==> config.mk <==
export PLATFORM = sky130hd
export DESIGN_NAME = bitonic_sort_seq
export DESIGN_NICKNAME = d
export VERILOG_FILES = /design/src/rtl/bitonic_pkg.sv /design/src/rtl/bitonic_cx.sv /design/src/rtl/bitonic_sort_seq.sv
export SDC_FILE = /design/constraint.sdc
export NUM_CORES = 1
export LEC_CHECK = 0
export ABC_CLOCK_PERIOD_IN_PS = 5180
export CORE_MARGIN = 2
export CORE_UTILIZATION = 57
export DETAILED_ROUTE_END_ITERATION = 10
export PLACE_DENSITY = 0.78
export SLEW_MARGIN = 0
export SYNTH_ARGS = -nofsm -noshare
export SYNTH_HDL_FRONTEND = slang
export SYNTH_SLANG_ARGS = --single-unit
export TNS_END_PERCENT = 10
==> constraint.sdc <==
create_clock -name clk -period 5.18 [get_ports clk]
set_clock_uncertainty 0.2 [all_clocks]
set_input_delay 1.036 -clock clk [delete_from_list [all_inputs] [get_ports clk]]
set_output_delay 1.036 -clock clk [all_outputs]
set_load 0.05 [all_outputs]
==> src/rtl/bitonic_pkg.sv <==
// Shared types and schedule helpers for the sequential bitonic sorter.
package bitonic_pkg;

  typedef enum logic [1:0] {
    LOAD  = 2'd0,
    SORT  = 2'd1,
    DRAIN = 2'd2
  } state_e;

  function automatic int unsigned stages_f(input int unsigned logn);
    return (logn * (logn + 1)) / 2;
  endfunction

  function automatic int unsigned sort_cycles_f(input int unsigned n, input int unsigned logn);
    return (n / 2) * stages_f(logn);
  endfunction

  localparam int unsigned N_DEF       = 8;
  localparam int unsigned LOGN_DEF    = $clog2(N_DEF);
  localparam int unsigned STAGES      = stages_f(LOGN_DEF);
  localparam int unsigned SORT_CYCLES = sort_cycles_f(N_DEF, LOGN_DEF);

  // Lower index of a compare pair: p with a zero spliced in at bit jlog.
  function automatic int unsigned idx_i(input int unsigned p, input int unsigned jlog);
    int unsigned lo_mask;
    lo_mask = (32'd1 << jlog) - 32'd1;
    return ((p >> jlog) << (jlog + 32'd1)) | (p & lo_mask);
  endfunction

endpackage

==> src/rtl/bitonic_cx.sv <==
// Combinational compare-exchange: dir=0 puts the larger word at hi_pos.
module bitonic_cx #(
  parameter int W = 8
) (
  input  logic [W-1:0] a,
  input  logic [W-1:0] b,
  input  logic         dir,
  output logic [W-1:0] hi_pos,
  output logic [W-1:0] lo_pos
);

  logic [W-1:0] mx, mn;

  always_comb begin
    mx = (a >= b) ? a : b;
    mn = (a >= b) ? b : a;
    hi_pos = dir ? mn : mx;
    lo_pos = dir ? mx : mn;
  end

endmodule

==> src/rtl/bitonic_sort_seq.sv <==
// Sequential bitonic sorter: serial load, one compare-exchange per cycle, descending drain.
//   state | meaning
//   LOAD  | accepting N words into the buffer
//   SORT  | stepping the k/j/p schedule through the shared compare-exchange
//   DRAIN | presenting buffer words largest first under out_ready
module bitonic_sort_seq
  import bitonic_pkg::*;
#(
  parameter int W = 8,
  parameter int N = 8
) (
  input  logic         clk,
  input  logic         rst_n,
  input  logic         in_valid,
  input  logic [W-1:0] in_data,
  output logic         in_ready,
  output logic         out_valid,
  output logic [W-1:0] out_data,
  input  logic         out_ready,
  output logic         busy
);

  localparam int LOGN = $clog2(N);
  localparam int IW   = LOGN;
  localparam int IW1  = LOGN + 1;
  localparam int PW   = LOGN - 1;

  state_e         state_q, state_d;
  logic [W-1:0]   mem_q [N];
  logic [IW-1:0]  wr_q, wr_d, rd_q, rd_d;
  logic [2:0]     kl_q, kl_d, jl_q, jl_d;
  logic [PW-1:0]  p_q, p_d;

  logic [IW1-1:0] i_w;
  logic [IW-1:0]  i_idx, l_idx;
  logic           dir;
  logic [W-1:0]   cx_hi, cx_lo;
  logic           acc, xfer, p_last, last_cx;

  // kl_q holds log2(k)-1, jl_q holds log2(j)
  assign i_w     = IW1'(idx_i(32'(p_q), 32'(jl_q)));
  assign i_idx   = i_w[IW-1:0];
  assign l_idx   = i_idx | (IW'(1) << jl_q);
  assign dir     = |(i_w & (IW1'(1) << (kl_q + 3'd1)));
  assign acc     = (state_q == LOAD) && in_valid;
  assign xfer    = (state_q == DRAIN) && out_ready;
  assign p_last  = (p_q == PW'(N / 2 - 1));
  assign last_cx = (state_q == SORT) && p_last && (jl_q == 3'd0) && (kl_q == 3'(LOGN - 1));

  bitonic_cx #(.W(W)) u_cx (
    .a      (mem_q[i_idx]),
    .b      (mem_q[l_idx]),
    .dir    (dir),
    .hi_pos (cx_hi),
    .lo_pos (cx_lo)
  );

  always_ff @(posedge clk or negedge rst_n) begin
    if (!rst_n) state_q <= LOAD;
    else        state_q <= state_d;
  end

  always_comb begin
    state_d = state_q;
    case (state_q)
      LOAD:    if (acc && (wr_q == IW'(N - 1))) state_d = SORT;
      SORT:    if (last_cx) state_d = DRAIN;
      DRAIN:   if (xfer && (rd_q == IW'(N - 1))) state_d = LOAD;
      default: state_d = LOAD;
    endcase
  end

  always_comb begin
    in_ready  = (state_q == LOAD);
    busy      = (state_q == SORT);
    out_valid = (state_q == DRAIN);
    out_data  = (state_q == DRAIN) ? mem_q[rd_q] : '0;
  end

  always_comb begin
    wr_d = wr_q;
    rd_d = rd_q;
    kl_d = kl_q;
    jl_d = jl_q;
    p_d  = p_q;
    if (acc)  wr_d = wr_q + IW'(1);
    if (xfer) rd_d = rd_q + IW'(1);
    if (state_q == SORT) begin
      p_d = p_q + PW'(1);
      if (p_last) begin
        if (jl_q != 3'd0) begin
          jl_d = jl_q - 3'd1;
        end else if (kl_q == 3'(LOGN - 1)) begin
          kl_d = 3'd0;
          jl_d = 3'd0;
        end else begin
          kl_d = kl_q + 3'd1;
          jl_d = kl_q + 3'd1;
        end
      end
    end
  end

  always_ff @(posedge clk or negedge rst_n) begin
    if (!rst_n) begin
      wr_q <= '0;
      rd_q <= '0;
      kl_q <= '0;
      jl_q <= '0;
      p_q  <= '0;
      for (int n = 0; n < N; n++) mem_q[n] <= '0;
    end else begin
      wr_q <= wr_d;
      rd_q <= rd_d;
      kl_q <= kl_d;
      jl_q <= jl_d;
      p_q  <= p_d;
      if (acc) begin
        mem_q[wr_q] <= in_data;
      end else if (state_q == SORT) begin
        mem_q[i_idx] <= cx_hi;
        mem_q[l_idx] <= cx_lo;
      end
    end
  end

endmodule

==> results.ini <==
[floorplanning]
die_x_um=110
boundaryPins=23
rows=38
core_area_mm2=0.0109
fp.dieArea_mm2=0.0120
die_h_um=110
initial_utilization_pct=58.4

[run_status]
outcome=finished with violations
violations=design-rule violations

[setup_path]
path_buf_inv=5
crit_fanout=27
r2r-start=jl_q[0]
r2r_slack_ns=0.12
path_cells=ha_2, or4b_4, buf_4, o211ai_4, buf_12, mux2i_1, a32oi_1, and3_1, ha_1, nand2b_1, a211oi_1, o21ai_1, a21oi_2, xor2_4, buf_4, clkbuf_16, mux2i_1, buf_4, nand2_1, nand2_1
required_ns=5.30
cp.arrival_ns=5.18
r2r_cells=20
cp-startpoint=jl_q[0]
r2r_end=mem_q[59]
crit_path_end=mem_q[59]
crit_cells=20
critPathCaptureType=flop
crit_top_cell=buf_4
cpPeakStageDelay_ns=0.55
critPathSlowestCell=or4b_4
crit_type=reg -> reg
cp_top_family=simple AND/OR/NAND/NOR gates
start_kind=flop

[route]
ant_nets=0
dr.pass1.iters=11
drt-total-wl_um=26300
route.detailed.drc=52
drt-vias-per-instance=7.49
top_layer=met4
wl_met3_um=4150
wl_met1_um=9400
wl_per_cell_um=28.3
routed-via-count=6957
first_iter_violations=1658
wl_met2_um=10900

[sta]
setup_violations=0
fmax_mhz=198
tightestPinTransition_ns=1.27
slew_viol_final=0
fin_crit_ns=5.06
hold_viol_final=0
final.setup.tns_ns=0
finalCritPeriodShare_pct=97.7
relSlewSlack_pct=15.2
rsz0062_at_grt=yes

[finish]
fin_util_pct=68.2
area_growth_pct=16.8
nNetsFinal=816
antenna_cells=0
num-fill-cells=875
drive_above_1_share_pct=18.4

[grt]
grt_pass1_wl_um=38400
first_global_vias=6376
grt_max_degree=44
grt_overflow_total=0
grt_util_all_layers_pct=44.6
antenna_found_initial=0

[clocking]
root_buffer=clkbuf_8
cts_buffer_depth=2
cts_made_buffers=9
clk_latency_ns=0.38
cts_max_level=3
cts_hold_buf=0
cts_tree=built
cts_sinks=80
clkTransAtPathRegs_ns=0.10

[logic_synthesis]
synth-seq-cells=80
yosys.area.top_type=dfrtp_1
async_reset_ff_share_pct=100
ys_seq_area_share_pct=31.5
synth.top_cell.area_share_pct=31.5
syn_avg_cell_area_um2=8.66
synth_edf_count=0
synth_nets=767
synth_cell_type_count=70
synth.yosys.warnings=0
syn_area_mm2=0.00636
syn-instance-count=735
synth_ff_type=dfrtp_1
synthTopCellsByArea=dfrtp_1, nand2_1, a222oi_1

[hold_path]
min_path_type=reg -> reg

[run]
maxCapViolCount=0

[place]
gp_congestion=1.12
dp_hpwl_um=19100
io_buffer_count=22

==> logic make-up after synthesis <==
group / after synthesis / share of synthesized area (%)
adders and majority gates: 20 / 3.93
buffers and inverters: 70 / 4.62
muxes: 64 / 13.7
DFF: 80 / 31.5
AOI/OAI and AO/OA: 198 / 24.1
and+or+nand+nor: 297 / 21.1
xor gates and xnor gates: 6 / 1.12
==> through the flow <==
step | setup slack [ns] | hold WS, ns | cell area (um2) | std cells
global placement | 0.143 | 0.316 | 7050 | 908
floorplan | 0.0479 | 0.296 | 6380 | 735
finish | 0.118 | 0.347 | 7430 | 929
global route | -0.0472 | 0.363 | 7430 | 929
detailed placement | 0.0320 | 0.337 | 7050 | 908
CTS | 0.0185 | 0.350 | 7310 | 924
==> worst register-to-register path, delay by kind of cell (launching register included) <==
kind | cells | cell delay, ns
AND/OR/NAND/NOR | 5 | 1.05
flip-flops | 1 | 0.43
buffers and inverters | 5 | 0.96
AO/OA/AOI/OAI | 5 | 0.96
XOR/XNOR | 1 | 0.20
adder cells (fa/ha/maj) | 2 | 0.53
multiplexers | 2 | 0.68
==> worst min-delay path by stage <==
stage | depth (start not counted) | to | from
5_1_grt | 1 | wr_q[0] | wr_q[0]
2_1_floorplan | 2 | mem_q[52] | mem_q[52]
3_3_place_gp | 1 | wr_q[0] | wr_q[0]
4_1_cts | 1 | wr_q[0] | wr_q[0]
6_report | 1 | wr_q[0] | wr_q[0]
3_5_place_dp | 1 | wr_q[0] | wr_q[0]
==> layout make-up <==
class                      count  area, um2  area share (%)
multi-input combinational    585       4140            55.7
sequential                    80       2000            26.9
timing repair buffer          85        771            10.4
tap                          140        175            2.36
clock buffer                  10        138            1.85
clock inverter                 6        116            1.57
inverter                      23       86.3            1.16
==> registers in the layout, indices dropped and copies added (netlist names) <==
register  count
mem_q        64
jl_q          3
kl_q          3
rd_q          3
wr_q          3
p_q           2
state_q       2
==> layout by cell type (no fill, tap or decap), types with 18 or more instances in the layout <==
cell type / Yosys / final
dfrtp_1: 80 / 80
ha_1: 20 / 18
inv_1: 22 / 22
nand3_1: 24 / 24
a21oi_1: 22 / 21
o21ai_0: 34 / 28
clkdlybuf4s50_1: 0 / 21
mux2i_1: 28 / 27
buf_4: 1 / 58
nor3_1: 18 / 18
a222oi_1: 50 / 50
nor2_1: 54 / 54
nand2_1: 151 / 151
==> synth_stat cells, types with 3 or more instances <==
cell type and instances:
o22ai_1 12, buf_1 12, a22oi_1 11, mux2i_1 28
nand3_1 24, dfrtp_1 80, nand2b_1 15, o31ai_1 5
and3_1 9, a222oi_1 50, nand2_1 151, buf_2 10
nor2_1 54, o21a_1 3, or3_1 6, nor3_1 18
a221o_1 3, a21oi_1 22, ha_1 20, o21ai_0 34
a31oi_1 6, xnor2_1 3, a32oi_1 3, mux4_2 16
mux2_2 18, inv_1 22, o211ai_1 3, o21ai_1 9
a22o_1 4, and2_1 4, a221oi_1 5, clkbuf_1 22
a211oi_1 4
==> what timing repair did <==
action / CTS / global route
endpoints found under the hold margin: 0 / 0
cloned: 0 / 1
buffers inserted: 0 / 4
endpoints found under the setup margin: 6 / 56
pin swaps: 0 / 10
resized for setup: 3 / 18
==> metal layers <==
| metal | vias to the layer above | track usage [%] |
|---|---|---|
| met5 | - | 0 |
| met4 | 0 | 23.7 |
| met3 | 167 | 17.9 |
| met2 | 627 | 64.2 |
| met1 | 3260 | 57.5 |
| li1 | 2903 | - |
Power is not shown: default switching activity piles up to over one toggle a cycle in this logic, so the estimate is an artifact.
